`config.mk`:
```
export PLATFORM = sky130hd
export DESIGN_NAME = pix_sram_writer_flat
export DESIGN_NICKNAME = d
export VERILOG_FILES = /design/src/rtl/pix_sram_writer_if.sv /design/src/rtl/pix_sram_writer.sv /design/src/flat_wrapper.sv
export SDC_FILE = /design/constraint.sdc
export NUM_CORES = 1
export LEC_CHECK = 0
export BUFFER_PORTS_ARGS = -buffer_cell sky130_fd_sc_hd__buf_2
export CORE_MARGIN = 2
export CORE_UTILIZATION = 25
export CTS_CLUSTER_DIAMETER = 50
export DETAILED_ROUTE_END_ITERATION = 8
export REMOVE_ABC_BUFFERS = 1
export SYNTH_ARGS = -nofsm -noshare
export SYNTH_HDL_FRONTEND = slang
export SYNTH_SLANG_ARGS = --single-unit
export TNS_END_PERCENT = 20
```
`constraint.sdc`:
```
create_clock -name i_clk_sys -period 2.45 [get_ports i_clk_sys]
set_input_delay 0.1225 -clock i_clk_sys [delete_from_list [all_inputs] [get_ports i_clk_sys]]
set_output_delay 0.1225 -clock i_clk_sys [all_outputs]
set_load 0.05 [all_outputs]
```
`src/rtl/pix_sram_writer_if.sv`:
```
// Pixel-in / SRAM-out bundle for pix_sram_writer.
// Pixel input is strobe-only: i_pix/i_check_code are sampled in the cycle i_pix_valid=1; there is
// no ready, so a strobe that finds the FIFO full is dropped and flagged on o_overflow.
interface pix_sram_writer_if #(
   parameter int ADDR_W = 18,
   parameter int ERR_W  = 16
);
   logic              i_start;
   logic [11:0]       i_pix;
   logic              i_pix_valid;
   logic [7:0]        i_check_code;
   logic              i_check_valid;
   logic [ADDR_W-1:0] o_sram_addr;
   logic [15:0]       o_sram_dq;
   logic              o_sram_dq_oe;
   logic              o_sram_ce_n;
   logic              o_sram_we_n;
   logic              o_sram_oe_n;
   logic              o_busy;
   logic              o_frame_done;
   logic [ADDR_W-1:0] o_pix_cnt;
   logic [ERR_W-1:0]  o_err_cnt;
   logic              o_overflow;
   logic [1:0]        o_dbg_state;

   modport master (
      output i_start, i_pix, i_pix_valid, i_check_code, i_check_valid,
      input  o_sram_addr, o_sram_dq, o_sram_dq_oe, o_sram_ce_n, o_sram_we_n, o_sram_oe_n,
      input  o_busy, o_frame_done, o_pix_cnt, o_err_cnt, o_overflow, o_dbg_state
   );
   modport slave (
      input  i_start, i_pix, i_pix_valid, i_check_code, i_check_valid,
      output o_sram_addr, o_sram_dq, o_sram_dq_oe, o_sram_ce_n, o_sram_we_n, o_sram_oe_n,
      output o_busy, o_frame_done, o_pix_cnt, o_err_cnt, o_overflow, o_dbg_state
   );
endinterface

```
`src/rtl/pix_sram_writer.sv`:
```
// Checks incoming pixels against their check codes, buffers them in a small FIFO and writes
// one frame of PIX_TOTAL pixels into async SRAM through a SETUP/WE/HOLD write cycle.
module pix_sram_writer #(
   parameter int ADDR_W    = 18,
   parameter int PIX_TOTAL = 76800,
   parameter int WR_CYCLES = 2,
   parameter int FIFO_AW   = 2,
   parameter int ERR_W     = 16
) (
   input logic              i_clk_sys,
   input logic              i_rst_n,
   pix_sram_writer_if.slave bus
);
   typedef enum logic [1:0] {ST_IDLE, ST_SETUP, ST_WE, ST_HOLD} state_e;

   localparam int DEPTH = 2 ** FIFO_AW;
   localparam int PW    = FIFO_AW + 1;
   localparam int WC_W  = (WR_CYCLES > 1) ? $clog2(WR_CYCLES) : 1;
   localparam logic [WC_W-1:0]   WC_LAST = WC_W'(WR_CYCLES - 1);
   localparam logic [ADDR_W-1:0] PIX_END = ADDR_W'(PIX_TOTAL);

   state_e            state_q, state_d;
   logic [WC_W-1:0]   wcnt_q, wcnt_d;
   logic [ADDR_W-1:0] addr_q, addr_d;
   logic [11:0]       dq_q, dq_d;
   logic              busy_q, busy_d;
   logic              done_q, done_d;
   logic [ADDR_W-1:0] pix_cnt_q, pix_cnt_d;
   logic [ERR_W-1:0]  err_cnt_q, err_cnt_d;
   logic              ovf_q, ovf_d;
   logic [PW-1:0]     wr_ptr_q, wr_ptr_d, rd_ptr_q, rd_ptr_d;
   logic [11:0]       mem_q [DEPTH];
   logic [11:0]       mem_d [DEPTH];

   logic       fifo_empty, fifo_full, pop, push, code_bad, last_pix;
   logic [5:0] code_exp;
   logic       unused_code_bits;

   // Check-code bits [1:0] describe pixel bits that were never transmitted.
   assign unused_code_bits = ^bus.i_check_code[1:0];

   assign fifo_empty = (wr_ptr_q == rd_ptr_q);
   assign fifo_full  = (wr_ptr_q[FIFO_AW] != rd_ptr_q[FIFO_AW]) &&
                       (wr_ptr_q[FIFO_AW-1:0] == rd_ptr_q[FIFO_AW-1:0]);
   assign pop        = (state_q == ST_IDLE) && busy_q && !fifo_empty && !bus.i_start;
   assign push       = bus.i_pix_valid && busy_q && !bus.i_start && (!fifo_full || pop);
   assign code_exp   = {bus.i_pix[11], bus.i_pix[8], bus.i_pix[7],
                        bus.i_pix[4], bus.i_pix[3], bus.i_pix[0]};
   assign code_bad   = bus.i_check_valid && (code_exp != bus.i_check_code[7:2]);
   assign last_pix   = (state_q == ST_HOLD) && ((pix_cnt_q + ADDR_W'(1)) == PIX_END);

   always_ff @(posedge i_clk_sys) begin
      if (!i_rst_n) begin
         state_q   <= ST_IDLE;
         wcnt_q    <= '0;
         addr_q    <= '0;
         dq_q      <= '0;
         busy_q    <= 1'b0;
         done_q    <= 1'b0;
         pix_cnt_q <= '0;
         err_cnt_q <= '0;
         ovf_q     <= 1'b0;
         wr_ptr_q  <= '0;
         rd_ptr_q  <= '0;
         for (int i = 0; i < DEPTH; i++) mem_q[i] <= '0;
      end else begin
         state_q   <= state_d;
         wcnt_q    <= wcnt_d;
         addr_q    <= addr_d;
         dq_q      <= dq_d;
         busy_q    <= busy_d;
         done_q    <= done_d;
         pix_cnt_q <= pix_cnt_d;
         err_cnt_q <= err_cnt_d;
         ovf_q     <= ovf_d;
         wr_ptr_q  <= wr_ptr_d;
         rd_ptr_q  <= rd_ptr_d;
         mem_q     <= mem_d;
      end
   end

   always_comb begin
      state_d = state_q;
      wcnt_d  = wcnt_q;
      if (bus.i_start) begin
         state_d = ST_IDLE;
         wcnt_d  = '0;
      end else begin
         case (state_q)
            ST_IDLE:  if (pop) state_d = ST_SETUP;
            ST_SETUP: begin
               state_d = ST_WE;
               wcnt_d  = '0;
            end
            ST_WE: begin
               if (wcnt_q == WC_LAST) state_d = ST_HOLD;
               else                   wcnt_d  = wcnt_q + WC_W'(1);
            end
            default:  state_d = ST_IDLE;
         endcase
      end
   end

   always_comb begin
      addr_d    = addr_q;
      dq_d      = dq_q;
      busy_d    = busy_q;
      done_d    = 1'b0;
      pix_cnt_d = pix_cnt_q;
      err_cnt_d = err_cnt_q;
      ovf_d     = ovf_q;
      wr_ptr_d  = wr_ptr_q;
      rd_ptr_d  = rd_ptr_q;
      mem_d     = mem_q;
      if (bus.i_start) begin
         busy_d    = 1'b1;
         addr_d    = '0;
         pix_cnt_d = '0;
         err_cnt_d = '0;
         ovf_d     = 1'b0;
         wr_ptr_d  = '0;
         rd_ptr_d  = '0;
      end else begin
         if (pop) begin
            dq_d     = mem_q[rd_ptr_q[FIFO_AW-1:0]];
            rd_ptr_d = rd_ptr_q + PW'(1);
         end
         if (push) begin
            mem_d[wr_ptr_q[FIFO_AW-1:0]] = bus.i_pix;
            wr_ptr_d = wr_ptr_q + PW'(1);
            if (code_bad && (err_cnt_q != {ERR_W{1'b1}})) err_cnt_d = err_cnt_q + ERR_W'(1);
         end else if (bus.i_pix_valid && busy_q) begin
            ovf_d = 1'b1;
         end
         if (state_q == ST_HOLD) begin
            addr_d    = addr_q + ADDR_W'(1);
            pix_cnt_d = pix_cnt_q + ADDR_W'(1);
         end
         // Frame complete: anything still queued belongs to no frame and is discarded.
         if (last_pix) begin
            done_d   = 1'b1;
            busy_d   = 1'b0;
            addr_d   = '0;
            wr_ptr_d = '0;
            rd_ptr_d = '0;
         end
      end
   end

   always_comb begin
      bus.o_sram_addr  = addr_q;
      bus.o_sram_dq    = {4'b0000, dq_q};
      bus.o_sram_dq_oe = (state_q != ST_IDLE);
      bus.o_sram_ce_n  = (state_q == ST_IDLE);
      bus.o_sram_we_n  = (state_q != ST_WE);
      bus.o_sram_oe_n  = 1'b1;
      bus.o_busy       = busy_q;
      bus.o_frame_done = done_q;
      bus.o_pix_cnt    = pix_cnt_q;
      bus.o_err_cnt    = err_cnt_q;
      bus.o_overflow   = ovf_q;
      bus.o_dbg_state  = state_q;
   end
endmodule

```
`src/flat_wrapper.sv`:
```
// flat-port wrapper written by rule: the top's interface ports become plain ports
module pix_sram_writer_flat 
#(
   parameter int ADDR_W    = 18,
   parameter int PIX_TOTAL = 76800,
   parameter int WR_CYCLES = 2,
   parameter int FIFO_AW   = 2,
   parameter int ERR_W     = 16
)
  (i_clk_sys, i_rst_n, bus_i_start, bus_i_pix, bus_i_pix_valid, bus_i_check_code, bus_i_check_valid, bus_o_sram_addr, bus_o_sram_dq, bus_o_sram_dq_oe, bus_o_sram_ce_n, bus_o_sram_we_n, bus_o_sram_oe_n, bus_o_busy, bus_o_frame_done, bus_o_pix_cnt, bus_o_err_cnt, bus_o_overflow, bus_o_dbg_state);
  pix_sram_writer_if #(.ADDR_W(ADDR_W), .ERR_W(ERR_W)) bus_i ();
  input logic i_clk_sys;
  input logic i_rst_n;
  input wire logic [$bits(bus_i.i_start)-1:0] bus_i_start;
  input wire logic [$bits(bus_i.i_pix)-1:0] bus_i_pix;
  input wire logic [$bits(bus_i.i_pix_valid)-1:0] bus_i_pix_valid;
  input wire logic [$bits(bus_i.i_check_code)-1:0] bus_i_check_code;
  input wire logic [$bits(bus_i.i_check_valid)-1:0] bus_i_check_valid;
  output wire logic [$bits(bus_i.o_sram_addr)-1:0] bus_o_sram_addr;
  output wire logic [$bits(bus_i.o_sram_dq)-1:0] bus_o_sram_dq;
  output wire logic [$bits(bus_i.o_sram_dq_oe)-1:0] bus_o_sram_dq_oe;
  output wire logic [$bits(bus_i.o_sram_ce_n)-1:0] bus_o_sram_ce_n;
  output wire logic [$bits(bus_i.o_sram_we_n)-1:0] bus_o_sram_we_n;
  output wire logic [$bits(bus_i.o_sram_oe_n)-1:0] bus_o_sram_oe_n;
  output wire logic [$bits(bus_i.o_busy)-1:0] bus_o_busy;
  output wire logic [$bits(bus_i.o_frame_done)-1:0] bus_o_frame_done;
  output wire logic [$bits(bus_i.o_pix_cnt)-1:0] bus_o_pix_cnt;
  output wire logic [$bits(bus_i.o_err_cnt)-1:0] bus_o_err_cnt;
  output wire logic [$bits(bus_i.o_overflow)-1:0] bus_o_overflow;
  output wire logic [$bits(bus_i.o_dbg_state)-1:0] bus_o_dbg_state;
  assign bus_i.i_start = bus_i_start;
  assign bus_i.i_pix = bus_i_pix;
  assign bus_i.i_pix_valid = bus_i_pix_valid;
  assign bus_i.i_check_code = bus_i_check_code;
  assign bus_i.i_check_valid = bus_i_check_valid;
  assign bus_o_sram_addr = bus_i.o_sram_addr;
  assign bus_o_sram_dq = bus_i.o_sram_dq;
  assign bus_o_sram_dq_oe = bus_i.o_sram_dq_oe;
  assign bus_o_sram_ce_n = bus_i.o_sram_ce_n;
  assign bus_o_sram_we_n = bus_i.o_sram_we_n;
  assign bus_o_sram_oe_n = bus_i.o_sram_oe_n;
  assign bus_o_busy = bus_i.o_busy;
  assign bus_o_frame_done = bus_i.o_frame_done;
  assign bus_o_pix_cnt = bus_i.o_pix_cnt;
  assign bus_o_err_cnt = bus_i.o_err_cnt;
  assign bus_o_overflow = bus_i.o_overflow;
  assign bus_o_dbg_state = bus_i.o_dbg_state;
  pix_sram_writer #(.ADDR_W(ADDR_W), .PIX_TOTAL(PIX_TOTAL), .WR_CYCLES(WR_CYCLES), .FIFO_AW(FIFO_AW), .ERR_W(ERR_W)) u_core (.i_clk_sys(i_clk_sys), .i_rst_n(i_rst_n), .bus(bus_i));
endmodule
```
== After elaboration in Yosys (flattened, before gate mapping) ==
Index checks and enable logic that the tools add are counted.

* Input port bits: 25
* Bits in registers: 124
* Output and inout port bits: 77
* Logic and storage cells: 81

* Eq/ne operators: 12
* Multiplexer cells: 14
* Add/sub/neg operators: 6
* Bitwise operators: 5
* Magnitude comparators: 3
* Reductions and logical operators: 26

{| class="wikitable"
|+ Operators with widths
! kind !! count
|-
| bitwise mux 48 bit || 1
|-
| adder 18 x 1 -> 18 bit (second input constant) || 2
|-
| 2-to-1 mux 12 bit || 3
|-
| binary-select mux 12 bit (select 2 bit) || 1
|-
| demux 12 bit (select 2 bit) || 1
|-
| equality test 18 x 17 -> 1 bit (second input constant) || 1
|-
| adder 16 x 1 -> 16 bit (second input constant) || 1
|-
| inequality test 16 bit (second input constant) || 1
|-
| logical AND 1 bit || 11
|-
| AND reduction 2 bit || 5
|-
| adder 3 x 1 -> 3 bit (second input constant) || 2
|-
| >= comparator 3 bit (second input constant) || 2
|-
| inequality test 6 bit || 1
|-
| inverter 2 -> 3 bit || 2
|-
| one-hot mux 2 bit (3 select lines) || 1
|-
| nonzero test 2 bit || 3
|-
| equality test 2 bit (second input constant) || 2
|-
| 2-to-1 mux 1 bit || 4
|-
| 2-to-1 mux 2 bit || 2
|-
| inequality test 2 x 1 -> 1 bit (second input constant) || 2
|-
| equality test 3 bit || 1
|-
| logical NOT 1 bit || 3
|-
| < comparator 3 x 1 -> 1 bit (second input constant) || 1
|-
| inverter 1 bit || 3
|-
| 10 further kinds || 10
|}

== Logic depth before layout (Yosys ltp) ==
Gate-level depths: netlist of run 1.

* Word-level depth: 8
* Mapped depth: 8
* Depth with buffers taken out: 7

== Least setup slack after synthesis of run 1 ==
OpenSTA, ideal clock, no wires.

* Path type: flip-flop to flip-flop
* Start point: reg u_core.state_q[0] (netlist: u_core.bus.o_dbg_state[0])
* End point: reg u_core.mem_q[10] (netlist bit)
* Library setup time: 0.116 ns
* Path buffers: 2
* Period minus slack after synthesis: 2.601 ns
* Cell stages (with the launch flop): 9
* Data required time: 2.334 ns
* Arrival: 2.485 ns
* Path slack: -0.151 ns
* Path through: dfxtp_1 -> inv_1 -> ha_1 -> o41a_1 -> clkbuf_1 -> nand2_1 -> buf_4 -> mux2i_1 -> nor2b_1

* Longest elaborated chain between the ends: 7

{| class="wikitable"
|+ Ends and longest elaborated chain
! item !! line !! RTL
|-
| from (decl) || pix_sram_writer.sv:22 || <nowiki>state_e state_q, state_d;</nowiki>
|-
| from (signal assigned) || pix_sram_writer.sv:67 || <nowiki>state_q <= state_d;</nowiki>
|-
| logical NOT 2 bit || n/a ||
|-
| via bus_o_sram_ce_n || flat_wrapper.sv:22 || <nowiki>output wire logic [$bits(bus_i.o_sram_ce_n)-1:0] bus_o_sram_ce_n;</nowiki>
|-
| logical AND 1 bit (3 in series) || pix_sram_writer.sv:45 || <nowiki>assign pop = (state_q == ST_IDLE) && busy_q && !fifo_empty && !bus.i_start;</nowiki>
|-
| logical OR 1 bit || pix_sram_writer.sv:46 || <nowiki>assign push = bus.i_pix_valid && busy_q && !bus.i_start && (!fifo_full || pop);</nowiki>
|-
| logical AND 1 bit || pix_sram_writer.sv:46 ||
|-
| AND reduction 2 bit (no source line) || n/a ||
|-
| to (signal assigned) || pix_sram_writer.sv:78 || <nowiki>mem_q <= mem_d;</nowiki>
|-
| to (decl) || pix_sram_writer.sv:32 || <nowiki>logic [11:0] mem_q [DEPTH];</nowiki>
|}

The timed path passes the listed nets, and every way through them passes these cells.
A chain may end at the register's enable or synchronous reset.

== Final worst setup path of run 1 ==
* Start point: reg u_core.pix_cnt_q[0] (netlist: u_core.bus.o_pix_cnt[0])
* End point: reg u_core.addr_q[16] (netlist: u_core.bus.o_sram_addr[16])

* Longest elaborated chain between the ends: 4

{| class="wikitable"
|+ Ends and longest elaborated chain
! item !! line !! RTL
|-
| from (decl) || pix_sram_writer.sv:28 || <nowiki>logic [ADDR_W-1:0] pix_cnt_q, pix_cnt_d;</nowiki>
|-
| from (signal assigned) || pix_sram_writer.sv:73 || <nowiki>pix_cnt_q <= pix_cnt_d;</nowiki>
|-
| adder 18 x 1 -> 18 bit || pix_sram_writer.sv:50 || <nowiki>assign last_pix = (state_q == ST_HOLD) && ((pix_cnt_q + ADDR_W'(1)) == PIX_END);</nowiki>
|-
| equality test 18 x 17 -> 1 bit || pix_sram_writer.sv:50 ||
|-
| logical AND 1 bit || pix_sram_writer.sv:50 ||
|-
| OR reduction 3 bit (no source line) || n/a ||
|-
| to (signal assigned) || pix_sram_writer.sv:69 || <nowiki>addr_q <= addr_d;</nowiki>
|-
| to (decl) || pix_sram_writer.sv:24 || <nowiki>logic [ADDR_W-1:0] addr_q, addr_d;</nowiki>
|}

Every way passes these cells.

==> results.sh, run 1 <==
export IMPL_initial_core_util=0.2561
export IMPL_ff2ff_path_depth=8
export IMPL_fin_cells=992
export IMPL_power_density_mw_per_mm2=676.0
export IMPL_wl_met1_mm=6.602
export IMPL_synthToLayoutAreaGrowth_pct=25.88
export IMPL_root_buffer="clkbuf_16"
export IMPL_cts_tree="yes"
export IMPL_io_buffers=94
export IMPL_fin_crit_sh=0.9156
export IMPL_routed_wl_mm=13.61
export IMPL_p_leak_nw=3.053
export IMPL_met3_length_um=709
export IMPL_dpl_cell_area_mm2=0.006654
export IMPL_synthArstFlopShare=0
export IMPL_min_path_cells=3
export IMPL_setup_viol=0
export IMPL_ys_seq_area_frac=0.4269
export IMPL_numCtsBuffers=17
export IMPL_fin_nets=730
export IMPL_clock_sinks=124
export IMPL_synthFlopType="dfxtp_1"
export IMPL_crit_path_end_kind="flop"
export IMPL_clock_latency_ns=0.42
export IMPL_via_per_inst=4.497
export IMPL_worst_path_max_fanout=25
export IMPL_core_area_mm2=0.02271
export IMPL_dp_hpwl_mm=9.318
export IMPL_peakVddDrop_mv=0.4028
export IMPL_antenna_found_initial=0
export IMPL_vias=4461
export IMPL_hold_class="primary input to flop"
export IMPL_crit_type="flop to flop"
export IMPL_die_y_um=156.5
export IMPL_syn_avg_cell_area_um2=9.824
export IMPL_fmax_ghz=0.4458
export IMPL_ys_types=49
export IMPL_yosys_warnings=0
export IMPL_synth_area_leaders="dfxtp_1 (43%), mux2i_1 (12%), nor2b_1 (6.6%)"
export IMPL_clock_skew_ns=0.008787
export IMPL_drt_pre_antenna_iters=4
export IMPL_period_minus_slack_ns=2.243
export IMPL_place_congestion=0.7416
export IMPL_wl_met2_mm=6.045
export IMPL_r2r_slack_ns=0.21
export IMPL_synth_edff_count=0
export IMPL_crit_arrival_ns=2.52
export IMPL_rsz0062_at_grt="false"
export IMPL_cp_required_ns=2.73
export IMPL_fin_area_mm2=0.007321
export IMPL_drtAntennaViolNets=0
export IMPL_status="finished, final reports clean"
export IMPL_synth_top_area_frac=0.4269
export IMPL_post_drt_wl_per_cell_um=13.72
export IMPL_highest_layer="met4"
export IMPL_ioPinCount=102
export IMPL_die_x_um=156.5
export IMPL_dieArea_mm2=0.02450
export IMPL_drc=0
export IMPL_track_usage=0.1126
export IMPL_drt_iter0_markers=179
export IMPL_cts_buffer_depth=2
export IMPL_syn_cell_area_mm2=0.005816
export IMPL_antenna_cells=0
export IMPL_rows=55
export IMPL_finalMaxSlewViolations=0
export IMPL_layout_drive_gt1_share=0.2376
export IMPL_hold_violations=0
export IMPL_synth_top_area_cell="dfxtp_1"
export IMPL_grt_pass1_vias=4147
export IMPL_cp_start_kind="flop"
export IMPL_dp_cells=957
export IMPL_htreeDepth=4
export IMPL_cts_clk_slew_worst_paths_ns=0.06
export IMPL_ys_ff_latch=124
export IMPL_overflow=0
export IMPL_grt_pass1_wl_mm=21.63
export IMPL_maxCapViolations=0
export IMPL_slew_headroom=0.6254
export IMPL_worst_slew_pin_slew_ns=0.5619
export IMPL_grt_max_degree=64
export IMPL_synthCells=592
==> layer usage <==
layer  GRT usage  vias to the layer above
met4     0.04063                        0
met2      0.1737                       89
met5           0                        -
met3     0.03628                       19
met1      0.1474                     2091
li1            -                     2262
==> layout make-up <==
class	instances	area [µm²]
Fill cell	2326	15390
Timing Repair Buffer	116	680.7
Sequential cell	124	2482
Multi-Input combinational cell	427	3147
Clock inverter	15	198.9
Clock buffer	17	425.4
Inverter	8	30.03
Tap cell	285	356.6
==> logic make-up after synthesis <==
| family | share of synthesized area |
|---|---|
| multiplexers | 0.1618 |
| flip-flops | 0.4269 |
| XOR/XNOR | 0.08735 |
| adder cells (fa/ha/maj) | 0.02367 |
| other | 0.001291 |
| buffers and inverters | 0.03787 |
| AO/OA/AOI/OAI | 0.03572 |
| AND/OR/NAND/NOR | 0.2255 |
==> critical path, cell delays in order (launching register included) <==
cell and delay, ns:
dfxtp_1 0.43, ha_1 0.27, nand3_1 0.18, nor4_2 0.44, xnor2_1 0.16, nand4b_1 0.18
a21oi_4 0.18, buf_12 0.19, nor3_1 0.07
==> sequential cells by signal, summed over array words and instances, names as in the netlist <==
name,cells
u_core.wr_ptr_q,3
u_core.bus.o_dbg_state,2
u_core.mem_q,48
u_core.dq_q,12
u_core.bus.o_sram_addr,18
u_core.bus.o_pix_cnt,18
u_core.bus.o_err_cnt,16
u_core.bus.o_overflow,1
u_core.wcnt_q,1
u_core.rd_ptr_q,3
u_core.bus.o_busy,1
u_core.bus.o_frame_done,1
==> synthesized netlist by cell type, drive strengths merged (8+ instances only) <==
cell type,count
nor3,30
dfxtp,124
and3,8
xor2,29
nand2,36
buf,18
nor2b,61
nand4,17
mux2i,67
nand3,16
xnor2,29
mux4,12
inv,8
a21oi,8
clkbuf,18
ha,11
nor2,48
==> layout by cell type (no fill, tap or decap), types with 4 or more instances in the layout <==
cell type,instances
conb_1,5
nand4_1,17
and4_1,4
nand3_1,16
xnor2_1,28
or3_1,6
nor3_1,29
mux2i_1,67
nor2b_1,61
nand2_1,36
ha_1,11
nor2_1,48
mux4_2,12
and2_1,4
and3_1,8
dfxtp_1,124
buf_4,16
clkbuf_16,17
o21ai_0,5
buf_2,94
nor4_1,6
inv_1,8
inv_6,7
xor2_1,29
a21oi_1,7
==> timing repair <==
item,in CTS,in global routing
setup buffers,0,0
endpoints found under the setup margin,0,4
gates resized for setup,0,2
hold buffers,3,0
endpoints found under the hold margin,7,0
==> per-stage QoR <==
step / setup WS, ns / utilization / TNS (ns) / power, mW / hold WS, ns
final: 0.2067 / 0.3224 / 0 / 4.949 / 0.02392
after global routing: 0.01718 / 0.3224 / 0 / 5.141 / 0.03156
after CTS: 0.1171 / 0.3218 / 0 / 5.034 / 0.01016
after detailed placement: 0.1377 / 0.2930 / 0 / 2.313 / 0.4237
after global placement: 0.2114 / 0.2930 / 0 / 2.312 / 0.4236
after floorplan: -0.5018 / - / -19.95 / 2.217 / 0.2447
==> report_power, final <==
group          switching [mW]  internal, mW  total, mW
combinational           0.136        0.0910      0.227
clock                    1.04          1.64       2.68
sequential            0.00910          2.03       2.04
total                    1.19          3.76       4.95
==> path summary, 6_finish.rpt <==
| path | start | to |
|---|---|---|
| worst min-delay path | bus_i_pix[9] | u_core.mem_q[21]$_SDFFE_PN0P_ |
| worst max-delay path | u_core.bus.o_pix_cnt[0]$_SDFFE_PP0P_ | u_core.bus.o_sram_addr[16]$_SDFFE_PP0P_ |
| worst max register to register | u_core.bus.o_pix_cnt[0]$_SDFFE_PP0P_ | u_core.bus.o_sram_addr[16]$_SDFFE_PP0P_ |
| worst min register to register | u_core.wcnt_q$_SDFFE_PP0P_ | u_core.wcnt_q$_SDFFE_PP0P_ |
(Power assumes the default switching activity.)
==> inputs of run 2 (changes only) <==
--- a/config.mk
+++ b/config.mk
@@ -12,2 +12,3 @@
 export DETAILED_ROUTE_END_ITERATION = 8
+export PLACE_DENSITY = 0.49
 export REMOVE_ABC_BUFFERS = 1
--- a/constraint.sdc
+++ b/constraint.sdc
@@ -3,2 +3,2 @@
 set_output_delay 0.1225 -clock i_clk_sys [all_outputs]
-set_load 0.05 [all_outputs]
+set_load 0.1 [all_outputs]
==> results.sh, run 2 (same netlist as run 1, synthesis figures left out) <==
export IMPL_layout_common_cells="dfxtp_1 (124), buf_2 (94), mux2i_1 (67)"
export IMPL_initial_core_util=0.2561
export IMPL_vias=4384
export IMPL_post_drt_wl_per_cell_um=13.87
export IMPL_cts_buffer_depth=2
export IMPL_peakVddDrop_mv=0.3749
export IMPL_die_x_um=156.5
export IMPL_hold_violations=0
export IMPL_via_per_inst=4.397
export IMPL_dp_hpwl_mm=9.407
export IMPL_cp_required_ns=2.78
export IMPL_grt_pass1_vias=4120
export IMPL_track_usage=0.1163
export IMPL_fin_cells=997
export IMPL_worst_path_max_fanout=11
export IMPL_die_y_um=156.5
export IMPL_dp_cells=960
export IMPL_layout_drive_gt1_share=0.2388
export IMPL_grt_max_degree=64
export IMPL_drc=0
export IMPL_fin_crit_sh=0.9115
export IMPL_fmax_ghz=0.4478
export IMPL_cts_tree="yes"
export IMPL_finalMaxSlewViolations=0
export IMPL_top_register="u_core.mem_q"
export IMPL_post_cts_buffers=0
export IMPL_htreeDepth=4
export IMPL_antenna_cells=0
export IMPL_period_minus_slack_ns=2.233
export IMPL_maxCapViolations=0
export IMPL_status="finished, final reports clean"
export IMPL_final_common_cell="dfxtp_1"
export IMPL_place_congestion=0.7473
export IMPL_routed_wl_mm=13.83
export IMPL_setup_viol=0
export IMPL_clock_latency_ns=0.42
export IMPL_slew_headroom=0.5265
export IMPL_synthToLayoutAreaGrowth_pct=26.57
export IMPL_p_leak_nw=3.075
export IMPL_clock_skew_ns=0.01265
export IMPL_tns_ns=0
export IMPL_crit_start="u_core.rd_ptr_q[2]$_SDFFE_PP0P_"
export IMPL_drt_iter0_markers=163
export IMPL_antenna_found_initial=0
export IMPL_rsz0062_at_grt="false"
export IMPL_crit_arrival_ns=2.56
export IMPL_r2r_start="u_core.rd_ptr_q[2]$_SDFFE_PP0P_"
export IMPL_clock_sinks=124
export IMPL_drt_pre_antenna_iters=5
export IMPL_dieArea_mm2=0.02450
export IMPL_largest_reg_flops=48
export IMPL_ioPinCount=102
export IMPL_worst_slew_pin_slew_ns=0.7103
export IMPL_core_area_mm2=0.02271
export IMPL_multiInputGateArea_mm2=0.003142
export IMPL_nFillCells=2319
export IMPL_io_buffers=94
export IMPL_overflow=0
export IMPL_root_buffer="clkbuf_16"
export IMPL_seq_area_mm2=0.002482
export IMPL_power_density_mw_per_mm2=664.8
export IMPL_hold_class="primary input to flop"
export IMPL_drtAntennaViolNets=0
export IMPL_numCtsBuffers=17
export IMPL_hp_start="bus_i_pix[9]"
export IMPL_cp_start_kind="flop"
export IMPL_cts_clk_slew_worst_paths_ns=0.06
export IMPL_crit_path_end_kind="flop"
export IMPL_grt_pass1_wl_mm=22.15
export IMPL_rows=55
export IMPL_crit_type="flop to flop"
export IMPL_fin_nets=735
-- run 2: cell count changes in the layout (fill, tap and decap cells not counted) --
cell	previous run	this run
nor3_1	29	30
buf_4	16	17
inv_6	7	6
xor2_2	0	1
xnor2_2	1	0
xnor2_1	28	29
xor2_1	29	28
dlygate4sd3_1	3	5
bufinv_16	3	2
buf_12	3	5
clkinv_4	2	3
clkinvlp_4	1	2
nor3_2	1	0
-- run 2: area by class of cell --
cell class	instances	area share
inverter	8	0.004080
multi-input combinational	427	0.4268
sequential	124	0.3372
clock buffer	17	0.05779
tap	285	0.04844
timing repair buffer	121	0.1016
clock inverter	15	0.02397
-- run 2: final timing paths --
| kind | end | slack (ns) | cells after the start |
|---|---|---|---|
| worst min-delay path | u_core.mem_q[9]$_SDFFE_PN0P_ | 0.03 | 3 |
| worst min register to register | u_core.wcnt_q$_SDFFE_PP0P_ | 0.51 | 2 |
| worst max register to register | u_core.bus.o_err_cnt[9]$_SDFFE_PP0P_ | 0.22 | 7 |
| worst max-delay path | u_core.bus.o_err_cnt[9]$_SDFFE_PP0P_ | 0.22 | 7 |
-- run 2: report_power, final --
part	internal (mW)	leakage (nW)	switching, mW
logic	0.0951	1.79	0.171
registers	2.03	1.00	0.00820
clock network	1.54	0.290	1.05
-- run 2: routing by layer --
| layer | up-vias | routed length [µm] | part of all wire | global-route usage |
|---|---|---|---|---|
| met2 | 92 | 6069 | 0.44 | 0.1722 |
| met4 | 0 | 199 | 0.014 | 0.04238 |
| met1 | 2011 | 6981 | 0.50 | 0.1617 |
| li1 | 2268 | - | - | - |
| met5 | - | 0 | 0 | 0 |
| met3 | 13 | 578 | 0.042 | 0.03129 |
-- run 2: repair_timing --
item | 4_1_cts | 5_1_grt
endpoints found under the hold margin | 7 | 0
setup endpoints to repair | 0 | 1
gates resized for setup | 0 | 1
hold buffers | 5 | 0
-- run 2: worst max-delay path, cell delays in order (launching register included) --
cell and delay [ns]:
dfxtp_1 0.32, xnor2_1 0.36, o41ai_1 0.11, buf_4 0.15, a31o_1 0.30, or3_4 0.43
or3_1 0.35, a21oi_1 0.13
-- run 2: per-stage QoR --
stage | instance area, µm² | util | total power, mW | setup WS (ns) | hold WS (ns)
floorplan | 5637 | - | 2.250 | -1.097 | 0.2447
CTS | 7353 | 0.3238 | 4.982 | 0.1826 | 0.003722
detailed placement | 6701 | 0.2951 | 2.350 | 0.2140 | 0.4123
finish | 7361 | 0.3241 | 4.893 | 0.2168 | 0.02697
global placement | 6701 | 0.2951 | 2.350 | 0.2096 | 0.3932
global route | 7361 | 0.3241 | 5.081 | 0.004441 | 0.02601
